`config.mk`:
```
export PLATFORM = sky130hd
export DESIGN_NAME = fe_frame_tx
export DESIGN_NICKNAME = d
export VERILOG_FILES = /design/src/rtl/fe_frame_tx.sv
export SDC_FILE = /design/constraint.sdc
export NUM_CORES = 1
export LEC_CHECK = 0
export CAP_MARGIN = 40
export CORE_MARGIN = 2
export CORE_UTILIZATION = 28
export CTS_BUF_LIST = sky130_fd_sc_hd__clkbuf_4 sky130_fd_sc_hd__clkbuf_8 sky130_fd_sc_hd__clkbuf_16
export DETAILED_ROUTE_END_ITERATION = 8
export DONT_BUFFER_PORTS = 1
export PLACE_DENSITY = 0.41
export SYNTH_ARGS = -nofsm -noshare
export SYNTH_HDL_FRONTEND = slang
export SYNTH_SLANG_ARGS = --single-unit
```
`constraint.sdc`:
```
create_clock -name clk -period 2.9 [get_ports clk]
set_clock_uncertainty 0.1 [all_clocks]
set_input_delay 0.58 -clock clk [delete_from_list [all_inputs] [get_ports clk]]
set_output_delay 0.58 -clock clk [all_outputs]
set_load 0.005 [all_outputs]
```
`src/rtl/fe_frame_tx.sv`:
```
// Purpose: send a captured DATA_W-bit word as 2-bit symbols over a 4-phase dt/ack link, then close with senack.
// Latency: fe sampled in cycle n -> cclear in n+1 -> first dt in n+2 at earliest; done pulses one cycle in IDLE.
// Backpressure: every symbol waits for ack rise/fall, the frame waits for senack; TO_CYC stalled cycles -> ERR.
// Optional build macro PARITY_EN appends an even-parity symbol {1'b0, ^word} after the data symbols.
module fe_frame_tx #(
  parameter int DATA_W = 8,
  parameter int TO_CYC = 255
) (
  input  logic              clk,
  input  logic              reset,
  input  logic              fe,
  input  logic [DATA_W-1:0] data_in,
  input  logic              ack,
  input  logic              senack,
  output logic              bit0,
  output logic              bit1,
  output logic              dt,
  output logic              cclear,
  output logic              busy,
  output logic              done,
  output logic              err
);

  localparam int NSYM = DATA_W / 2;
`ifdef PARITY_EN
  localparam int NFRM = NSYM + 1;
  localparam int SW   = DATA_W + 2;
`else
  localparam int NFRM = NSYM;
  localparam int SW   = DATA_W;
`endif
  localparam int CW = $clog2(NFRM + 1);
  localparam int TW = (TO_CYC > 0) ? $clog2(TO_CYC + 1) : 1;

  typedef enum logic [2:0] {
    S_IDLE    = 3'd0,
    S_CLEAR   = 3'd1,
    S_SEND    = 3'd2,
    S_WAITREL = 3'd3,
    S_WAITSEN = 3'd4,
    S_ERR     = 3'd5
  } state_t;

  state_t        state;
  state_t        state_nxt;
  logic [SW-1:0] sreg;
  logic [CW-1:0] sym_cnt;
  logic [TW-1:0] to_cnt;
  logic          done_flag;
  logic          last_sym;
  logic          to_hit;
  logic          waiting;

  assign last_sym = (sym_cnt == CW'(NFRM - 1));
  // The counter sits at TO_CYC-1 during the TO_CYC-th stalled cycle, so ERR follows exactly TO_CYC cycles.
  assign to_hit   = (TO_CYC != 0) && (to_cnt == TW'(TO_CYC - 1));
  assign waiting  = (state == S_CLEAR) || (state == S_SEND) ||
                    (state == S_WAITREL) || (state == S_WAITSEN);

  // State register with synchronous reset.
  always_ff @(posedge clk) begin
    if (reset) state <= S_IDLE;
    else       state <= state_nxt;
  end

  // Next-state logic; a legitimate handshake step wins over a coincident timeout.
  always_comb begin
    state_nxt = state;
    case (state)
      S_IDLE:    if (fe) state_nxt = S_CLEAR;
      S_CLEAR:   if (!ack) state_nxt = S_SEND;
                 else if (to_hit) state_nxt = S_ERR;
      S_SEND:    if (ack) state_nxt = S_WAITREL;
                 else if (to_hit) state_nxt = S_ERR;
      S_WAITREL: if (!ack) state_nxt = last_sym ? S_WAITSEN : S_SEND;
                 else if (to_hit) state_nxt = S_ERR;
      S_WAITSEN: if (senack) state_nxt = S_IDLE;
                 else if (to_hit) state_nxt = S_ERR;
      S_ERR:     if (!fe) state_nxt = S_IDLE;
      default:   state_nxt = S_IDLE;
    endcase
  end

  // Datapath: word capture/shift, symbol count, stall timer and the done marker.
  always_ff @(posedge clk) begin
    if (reset) begin
      sreg      <= '0;
      sym_cnt   <= '0;
      to_cnt    <= '0;
      done_flag <= 1'b0;
    end else begin
      if (state == S_CLEAR) begin
`ifdef PARITY_EN
        sreg <= {1'b0, ^data_in, data_in};
`else
        sreg <= data_in;
`endif
        sym_cnt <= '0;
      end else if (state == S_WAITREL && !ack) begin
        sreg    <= sreg >> 2;
        sym_cnt <= sym_cnt + 1'b1;
      end
      if (state_nxt != state)           to_cnt <= '0;
      else if (waiting && TO_CYC != 0)  to_cnt <= to_cnt + 1'b1;
      done_flag <= (state == S_WAITSEN) && (state_nxt == S_IDLE);
    end
  end

  // Moore output decode from registered state and shift register.
  always_comb begin
    bit0   = 1'b0;
    bit1   = 1'b0;
    dt     = 1'b0;
    cclear = 1'b0;
    busy   = (state != S_IDLE);
    done   = 1'b0;
    err    = 1'b0;
    case (state)
      S_IDLE:    done   = done_flag;
      S_CLEAR:   cclear = 1'b1;
      S_SEND: begin
        dt   = 1'b1;
        bit0 = sreg[0];
        bit1 = sreg[1];
      end
      S_WAITREL: begin
        bit0 = sreg[0];
        bit1 = sreg[1];
      end
      S_ERR:     err = 1'b1;
      default: ;
    endcase
  end

endmodule
```
==> impl_metrics.env, run 1 <==
export IMPL_p_sw_mw=0.201
export IMPL_avgSynthCellArea_um2=9.12
export IMPL_top_layer="met4"
export IMPL_fp_dieW_um=73.4
export IMPL_period_share_pct=76.6
export IMPL_synth_edf_count=0
export IMPL_synth_area_leaders="dfxtp_1 34%, mux2i_1 6.7%, xor2_1 3.9%"
export IMPL_preCtsSetupSlack_ns=0.664
export IMPL_p_leak_nw=0.521
export IMPL_hold_viol_final=0
export IMPL_syn_inst=148
export IMPL_ctsHoldBuffers=0
export IMPL_synthArstFlopShare_pct=0
export IMPL_wl_met3_um=166
export IMPL_power_density_nw_per_um2=481
export IMPL_syn2layout_area_growth_pct=6.30
export IMPL_numCtsBuffers=3
export IMPL_initial_core_util_pct=28.8
export IMPL_cts_tree="built"
export IMPL_critPathCaptureType="flop"
export IMPL_hold_path_class="in2reg"
export IMPL_final_layout_size_suffix_gt1_share_pct=11.7
export IMPL_wire_per_inst_um=15.5
export IMPL_timing_rr_start="state[1]"
export IMPL_synth_distinct_cells=43
export IMPL_netlist_area_leader_share_pct=34.1
export IMPL_grt_setup_unrepaired="false"
export IMPL_final_cell_mix="23 x dfxtp_1, 13 x nor2_1, 9 x mux2i_1, 8 x nor4_1, 7 x inv_1"
export IMPL_hold_ws_ns=0.279
export IMPL_swShare_pct=29.1
export IMPL_syn_area_um2=1350
export IMPL_nNetsFinal=163
export IMPL_peakVddDrop_mv=0.202
export IMPL_comb_power_share_pct=18.2
export IMPL_nFillCells=526
export IMPL_layout_setup_ws_ns=0.678
export IMPL_clock_latency_ns=0.26
export IMPL_die_h_um=73.4
export IMPL_vias_per_cell=5.49
export IMPL_cp_max_fo=13
export IMPL_max_slew_margin_pct=63.1
export IMPL_final_cells=199
export IMPL_rr_worst_depth=5
export IMPL_grt_max_degree=17
export IMPL_reg2reg_slack_ns=0.68
export IMPL_wl_met1_um=1560
export IMPL_seq_area_frac_synth_pct=34.1
export IMPL_startpoint_type="flop"
export IMPL_internal_power_mw=0.490
export IMPL_hold_depth=1
export IMPL_timing_fmax_mhz=450
export IMPL_cp_arrival_ns=2.29
export IMPL_clkTransAtPathRegs_ns=0.09
export IMPL_dp_cells=195
export IMPL_clkSinkCount=23
export IMPL_htree_levels=1
export IMPL_gp_congestion=0.762
export IMPL_yosysTopAreaCell="dfxtp_1"
export IMPL_std_cell_rows=25
export IMPL_io_buffers=0
export IMPL_setup_viol=0
export IMPL_die_area_um2=5390
export IMPL_core_area_um2=4690
export IMPL_grt_use_total_pct=12.4
export IMPL_status="completed"
export IMPL_layout_commonest_cell="dfxtp_1"
export IMPL_report_final_slew_viol_count=0
export IMPL_post_route_drc_count=0
export IMPL_antenna_cells=0
export IMPL_yosys_warnings=0
export IMPL_fin_setup_tns_ns=0
export IMPL_crit_required_ns=2.97
export IMPL_finalWirelength_um=3090
export IMPL_ant_nets=0
export IMPL_post_route_min_period_ns=2.22
export IMPL_hold_path_startpoint="reset"
export IMPL_grt_pass1_vias=1072
export IMPL_r2r_end="to_cnt[0]"
export IMPL_clock_tree_root_cell="clkbuf_8"
export IMPL_syn_nets=165
export IMPL_cts_max_path_buffers=2
export IMPL_grt_pass1_wl_um=5350
export IMPL_grt_ovfl_total=0
export IMPL_ctsResizeCount=0
export IMPL_p_seq_share_pct=50.7
export IMPL_num_io_pins=20
export IMPL_dp_hpwl_um=2230
export IMPL_critical_path_class="reg2reg"
export IMPL_hold_end="sreg[6]"
export IMPL_met2_length_um=1350
export IMPL_clockPowerShare_pct=31.0
export IMPL_worstMarginPinSlew_ns=0.554
export IMPL_vias=1092
export IMPL_drv_cap=0
export IMPL_antenna_found_initial=0
export IMPL_drtIter0Drc=78
export IMPL_ys_seq_elements=23
export IMPL_drt_first_pass_iters=4
export IMPL_ys_flop_type="dfxtp_1"
export IMPL_postCtsSetupRepairBufs=0
[metrics by stage]
stage | cell area (um^2) | power [mW] | util [%]
after floorplan | 1350 | 0.463 | -
after global placement | 1390 | 0.483 | 29.5
after detailed placement | 1390 | 0.484 | 29.5
after CTS | 1440 | 0.699 | 30.6
after global routing | 1440 | 0.729 | 30.6
final | 1440 | 0.691 | 30.6
[synth_stat cells (all sizes together) (4+ instances only)]
library cell and instances:
xor2 6, a211oi 6, buf 7, dfxtp 23, nand3 4, o21ai 4, nor2 13, nand2 4
a21oi 4, nor2b 4, nor4 8, mux2i 9, ha 4, inv 9, nor3 5
[worst max-delay path by stage]
stage,start,endpoint,cells after the start
3_3_place_gp,state[1],to_cnt[1],5
4_1_cts,state[1],to_cnt[0],5
6_report,state[1],to_cnt[0],5
3_5_place_dp,state[1],to_cnt[0],5
2_1_floorplan,ack,to_cnt[0],6
5_1_grt,state[2],to_cnt[2],6
[logic make-up (layout without fill, tap and decap cells)]
family	after synthesis	count (layout)	synth area share (%)
AOI/OAI and AO/OA	28	28	18.4
xor gates and xnor gates	9	9	5.84
adders and majority gates	4	4	3.71
buffers and inverters	18	15	7.04
DFF	23	23	34.1
muxes	9	9	6.67
and+or+nand+nor	57	57	24.2
[power by group through the flow]
stage	combinational (mW)	clock [mW]	sequential, mW
after floorplan	0.113	0	0.350
after global placement	0.126	0	0.357
after detailed placement	0.126	0	0.357
after CTS	0.127	0.222	0.350
after global routing	0.144	0.232	0.353
final	0.126	0.214	0.350
[worst max-delay path: stages, from the launching register on]
cell	delay, ns
dfxtp_1	0.60
nor4bb_4	0.45
buf_4	0.28
a221o_2	0.18
o221ai_2	0.20
nor4_1	0.32
[routing by layer]
| metal | vias up | GRT usage [%] |
|---|---|---|
| met5 | - | 0 |
| met4 | 0 | 2.63 |
| met3 | 2 | 3.02 |
| met2 | 18 | 18.6 |
| met1 | 527 | 18.0 |
| li1 | 545 | - |
[cell type report]
type	instances	area [um^2]	area share, %
multi-input combinational	107	810	56.4
sequential	23	460	32.1
tap	54	67.6	4.71
clock buffer	4	48.8	3.40
inverter	9	33.8	2.35
timing repair buffer	2	15.0	1.05
[state kept, by name, indices dropped and copies added (netlist names)]
name / flops
sreg: 8
to_cnt: 8
state: 3
sym_cnt: 3
done_flag: 1
No activity file was read; power rests on OpenSTA's default activity.
==> run 2: changes to the inputs <==
==> constraint.sdc (replaced) <==
create_clock -name clk -period 2.1 [get_ports clk]
set_clock_uncertainty 0.1 [all_clocks]
set_input_delay 0.42 -clock clk [delete_from_list [all_inputs] [get_ports clk]]
set_output_delay 0.42 -clock clk [all_outputs]
set_load 0.005 [all_outputs]
==> run 2 against run 1 <==
  * Clock-buffer cell count unchanged
  * Via count down 1.8%
  * Maximum frequency up 13%
  * Final cell count up 2.5%
  * Worst hold slack worse by 0.16 ns
  * Sequential share of layout area down 1.5 points
  * Die area unchanged
  * Global-route usage down 0.43 points
  * First-iteration DRC count down 27%
  * Critical endpoint is now to_cnt[5]
==> impl_metrics.env, run 2 (same netlist as run 1, synthesis figures left out) <==
export IMPL_grt_pass1_wl_um=5110
export IMPL_grtUsageMet3_pct=2.61
export IMPL_initial_core_util_pct=28.8
export IMPL_numCtsBuffers=3
export IMPL_syn2layout_area_growth_pct=11.8
export IMPL_comb_power_share_pct=19.4
export IMPL_cp_max_fo=8
export IMPL_clkTransAtPathRegs_ns=0.08
export IMPL_timing_fmax_mhz=509
export IMPL_ant_nets=0
export IMPL_grt_pass1_vias=1074
export IMPL_wire_per_inst_um=15.0
export IMPL_multi_input_area_um2=845
export IMPL_largestRegisters="sreg x8, to_cnt x8"
export IMPL_grt_setup_unrepaired="true"
export IMPL_vias=1072
export IMPL_critPathCaptureType="flop"
export IMPL_final_cell_mix="22 x dfxtp_1, 13 x nor2_1, 9 x mux2i_1, 7 x inv_1, 7 x buf_4"
export IMPL_die_h_um=73.4
export IMPL_gp_congestion=0.830
export IMPL_cts_max_path_buffers=2
export IMPL_dp_hpwl_um=2180
export IMPL_drtIter0Drc=57
export IMPL_clock_latency_ns=0.26
export IMPL_swShare_pct=28.4
export IMPL_gr_usage_met2_pct=18.3
export IMPL_fin_setup_tns_ns=0
export IMPL_p_seq_share_pct=50.5
export IMPL_drt_first_pass_iters=4
export IMPL_hold_path_class="in2reg"
export IMPL_peakVddDrop_mv=0.303
export IMPL_antenna_found_initial=0
export IMPL_cp_arrival_ns=2.03
export IMPL_global_route_usage_met1_pct=16.7
export IMPL_critical_path_class="reg2reg"
export IMPL_status="completed"
export IMPL_std_cell_rows=25
export IMPL_worstMarginPinSlew_ns=0.469
export IMPL_drv_cap=0
export IMPL_crit_required_ns=2.17
export IMPL_setup_viol=0
export IMPL_clockPowerShare_pct=30.1
export IMPL_startpoint_type="flop"
export IMPL_final_layout_size_suffix_gt1_share_pct=16.7
export IMPL_core_area_um2=4690
export IMPL_fp_dieW_um=73.4
export IMPL_max_slew_margin_pct=68.5
export IMPL_grt_ovfl_total=0
export IMPL_nFillCells=489
export IMPL_finalWirelength_um=3060
export IMPL_num_io_pins=20
export IMPL_htree_levels=1
export IMPL_cts_tree="built"
export IMPL_report_final_slew_viol_count=0
export IMPL_internal_power_mw=0.687
export IMPL_seqCellArea_um2=462
export IMPL_p_leak_nw=0.550
export IMPL_final_cells=204
export IMPL_grt_max_degree=17
export IMPL_ctsHoldBuffers=0
export IMPL_nNetsFinal=168
export IMPL_clock_tree_root_cell="clkbuf_8"
export IMPL_clkSinkCount=23
export IMPL_post_route_drc_count=0
export IMPL_die_area_um2=5390
export IMPL_vias_per_cell=5.25
export IMPL_post_route_util_pct=32.2
export IMPL_p_sw_mw=0.273
export IMPL_total_power_mw=0.959
export IMPL_hold_viol_final=0
export IMPL_dp_cells=199
export IMPL_layout_commonest_cell="dfxtp_1"
export IMPL_antenna_cells=0
export IMPL_power_density_nw_per_um2=636
export IMPL_post_route_min_period_ns=1.96
export IMPL_grt_use_total_pct=12.0
export IMPL_top_usage_layer="met2"
export IMPL_period_share_pct=93.5
export IMPL_io_buffers=0
==> run 2: changes by cell type in the layout (fill, tap and decap cells not counted), sizes merged <==
cell / previous run / this run
buf: 2 / 7
==> run 2: layout make-up <==
type / count / area share, %
timing repair buffer: 7 / 3.48
multi-input combinational: 107 / 56.0
clock buffer: 4 / 3.23
tap: 54 / 4.48
sequential: 23 / 30.6
inverter: 9 / 2.24
==> run 2: repair_timing <==
item,CTS,global route
gates resized for setup,0,5
buffers inserted,0,1
setup endpoints to repair,0,8
==> run 2: worst max-delay path: stages, from the launching register on <==
cell and delay (ns):
dfxtp_1 0.35, inv_1 0.07, ha_1 0.20, and3_1 0.26, a221oi_4 0.34, o221ai_4 0.24, nor4_2 0.30
==> run 2: metrics by stage <==
stage | area [um^2] | hold slack, ns | setup slack [ns]
floorplan | 1350 | 0.365 | 0.298
global placement | 1420 | 0.387 | 0.194
detailed placement | 1420 | 0.395 | 0.141
CTS | 1470 | 0.110 | 0.123
global route | 1510 | 0.106 | -0.0317
finish | 1510 | 0.121 | 0.136
==> run 2: routing by layer <==
layer | share of wire [%] | vias to the layer above | wire, um
met5 | 0 | - | 0
met4 | 0.46 | 0 | 14
met3 | 4.9 | 2 | 150
met2 | 46 | 19 | 1420
met1 | 48 | 505 | 1470
li1 | - | 546 | -
==> run 2: final timing paths <==
| kind | start | to | slack (ns) | cells after the start |
|---|---|---|---|---|
| hold / removal | reset | state[0] | 0.12 | 1 |
| hold reg to reg | sym_cnt[2] | sym_cnt[2] | 0.41 | 2 |
| setup / recovery | to_cnt[0] | to_cnt[5] | 0.14 | 6 |
| setup reg to reg | to_cnt[0] | to_cnt[5] | 0.14 | 6 |
==> run 2: power groups by stage <==
stage | clock network [mW] | registers, mW | logic (mW)
after floorplan | 0 | 0.483 | 0.156
after global placement | 0 | 0.494 | 0.177
after detailed placement | 0 | 0.495 | 0.176
after CTS | 0.304 | 0.486 | 0.177
after global routing | 0.322 | 0.490 | 0.208
final | 0.289 | 0.485 | 0.186
==> run 3: changes to the inputs <==
--- a/config.mk
+++ b/config.mk
@@ -6,12 +6,15 @@
 export NUM_CORES = 1
 export LEC_CHECK = 0
 export CAP_MARGIN = 40
+export CELL_PAD_IN_SITES_DETAIL_PLACEMENT = 1
+export CELL_PAD_IN_SITES_GLOBAL_PLACEMENT = 2
 export CORE_MARGIN = 2
 export CORE_UTILIZATION = 28
 export CTS_BUF_LIST = sky130_fd_sc_hd__clkbuf_4 sky130_fd_sc_hd__clkbuf_8 sky130_fd_sc_hd__clkbuf_16
 export DETAILED_ROUTE_END_ITERATION = 8
 export DONT_BUFFER_PORTS = 1
-export PLACE_DENSITY = 0.41
+export PLACE_DENSITY = 0.6
+export SETUP_SLACK_MARGIN = 0.3
 export SYNTH_ARGS = -nofsm -noshare
 export SYNTH_HDL_FRONTEND = slang
 export SYNTH_SLANG_ARGS = --single-unit
==> run 3 against run 2 <==
  * Combinational power increased by 19%
  * Sequential share of layout area decreased by 2.5 points
  * Sequential power about the same
  * Worst hold slack got worse by 0.030 ns
  * Non-clock buffer count increased by 10
  * Maximum frequency increased by 11%
  * Largest cell class unchanged
==> impl_metrics.env, run 3 (same netlist as run 1, synthesis figures left out) <==
export IMPL_largestRegisters="sreg x8, to_cnt x8"
export IMPL_dp_cells=200
export IMPL_numCtsBuffers=3
export IMPL_clkSinkCount=23
export IMPL_dp_hpwl_um=2490
export IMPL_peakVddDrop_mv=0.302
export IMPL_startpoint="state[2]"
export IMPL_reg2reg_slack_ns=0.36
export IMPL_antenna_cells=0
export IMPL_die_area_um2=5390
export IMPL_timing_rr_start="to_cnt[0]"
export IMPL_path_cells="buf_12, or3_4"
export IMPL_htree_levels=1
export IMPL_crit_slowest_cell="or3_4"
export IMPL_setup_viol=0
export IMPL_ant_nets=0
export IMPL_final_cell_mix="16 x dfxtp_1, 13 x nor2_1, 13 x buf_4, 9 x mux2i_1"
export IMPL_io_buffers=0
export IMPL_vias_per_cell=5.38
export IMPL_power_density_nw_per_um2=590
export IMPL_multi_input_area_um2=917
export IMPL_clock_tree_root_cell="clkbuf_8"
export IMPL_fp_dieW_um=73.4
export IMPL_clkTransAtPathRegs_ns=0.09
export IMPL_nNetsFinal=178
export IMPL_crit_family="simple AND/OR/NAND/NOR gates"
export IMPL_core_area_um2=4690
export IMPL_final_cells=214
export IMPL_max_slew_margin_pct=75.7
export IMPL_hold_viol_final=0
export IMPL_layout_commonest_cell="dfxtp_1"
export IMPL_post_route_util_pct=36.3
export IMPL_hold_ws_ns=0.0904
export IMPL_grt_pass1_vias=1256
export IMPL_vias=1151
export IMPL_report_final_slew_viol_count=0
export IMPL_p_leak_nw=0.612
export IMPL_std_cell_rows=25
export IMPL_die_h_um=73.4
export IMPL_drt_first_pass_iters=4
export IMPL_fin_setup_tns_ns=0
export IMPL_drtIter0Drc=81
export IMPL_final_layout_size_suffix_gt1_share_pct=32.5
export IMPL_nFillCells=553
export IMPL_grt_ovfl_total=0
export IMPL_initial_core_util_pct=28.8
export IMPL_clock_latency_ns=0.27
export IMPL_hold_end="state[0]"
export IMPL_post_route_min_period_ns=1.77
export IMPL_num_io_pins=20
export IMPL_critPathCaptureType="primary output"
export IMPL_hold_depth=1
export IMPL_hold_path_startpoint="reset"
export IMPL_cts_tree="built"
export IMPL_crit_buf_inv=1
export IMPL_finalWirelength_um=3670
export IMPL_post_route_drc_count=0
export IMPL_grt_pass1_wl_um=6150
export IMPL_timing_fmax_mhz=564
export IMPL_critical_path_class="reg2out"
export IMPL_wire_per_inst_um=17.2
export IMPL_gp_congestion=0.764
export IMPL_hold_path_class="in2reg"
export IMPL_syn2layout_area_growth_pct=26.2
export IMPL_max_stage_delay_ns=0.44
export IMPL_startpoint_type="flop"
export IMPL_cp_max_fo=8
export IMPL_cp_arrival_ns=1.25
export IMPL_crit_required_ns=1.58
export IMPL_grt_setup_unrepaired="true"
export IMPL_seqCellArea_um2=479
export IMPL_worstMarginPinSlew_ns=0.364
export IMPL_period_share_pct=84.5
export IMPL_grt_max_degree=17
export IMPL_status="completed"
export IMPL_cts_max_path_buffers=2
export IMPL_antenna_found_initial=0
export IMPL_r2r_end="to_cnt[1]"
export IMPL_total_power_mw=1.00
export IMPL_ctsHoldBuffers=0
export IMPL_drv_cap=0
export IMPL_rr_worst_depth=7
export IMPL_grt_use_total_pct=14.7
[run 3: cell count changes in the layout (fill, tap and decap cells not counted), moves of 2 or more]
cell and change:
ha_1 -3, dfxtp_1 -6, buf_6 +2, a21oi_1 -2, buf_4 +6, dfxtp_4 +4, buf_12 +2, dfxtp_2 +2
ha_4 +3, a21oi_2 +2
[run 3: cell type report]
class / count / area share, %
clock inverter: 1 / 0.294
inverter: 9 / 1.98
clock buffer: 3 / 2.42
timing repair buffer: 17 / 9.40
multi-input combinational: 107 / 53.8
tap: 54 / 3.96
sequential: 23 / 28.1
[run 3: how the worst max path moves through the flow]
stage                endpoint  slack (ns)  cells after the start
floorplan           to_cnt[0]        0.38                      6
global placement    to_cnt[1]        0.17                      6
detailed placement  to_cnt[0]        0.07                      6
CTS                 to_cnt[0]        0.31                      6
global route        to_cnt[4]        0.27                      6
finish                   busy        0.33                      2
[run 3: layer usage]
layer	routed length, um	global-route usage [%]
met5	0	0
met4	36	4.24
met3	136	2.74
met2	1840	25.2
met1	1660	18.7
[run 3: metrics by stage]
stage	instance area, um^2	worst slack [ns]
after global placement	1420	0.173
after CTS	1570	0.307
after global routing	1700	0.272
after detailed placement	1420	0.0651
after floorplan	1350	0.379
final	1700	0.326
[run 3: power breakdown]
group | total (mW) | internal (mW) | leakage (nW) | switching [mW]
clock | 0.298 | 0.133 | 0.0255 | 0.165
sequential | 0.485 | 0.461 | 0.191 | 0.0237
combinational | 0.221 | 0.0943 | 0.395 | 0.127
total | 1.00 | 0.689 | 0.612 | 0.316
[run 3: worst register-to-register path: cells and delay by family (launching register included)]
| family | cells | cell delay, ns |
|---|---|---|
| buffers and inverters | 2 | 0.19 |
| AO/OA/AOI/OAI | 2 | 0.48 |
| flip-flops | 1 | 0.34 |
| AND/OR/NAND/NOR | 2 | 0.39 |
| adder cells (fa/ha/maj) | 1 | 0.14 |
[run 3: repair_timing]
action,in CTS,in global routing
resized for setup,17,17
setup endpoints to repair,21,15
pin swaps,6,13
setup buffers,4,6
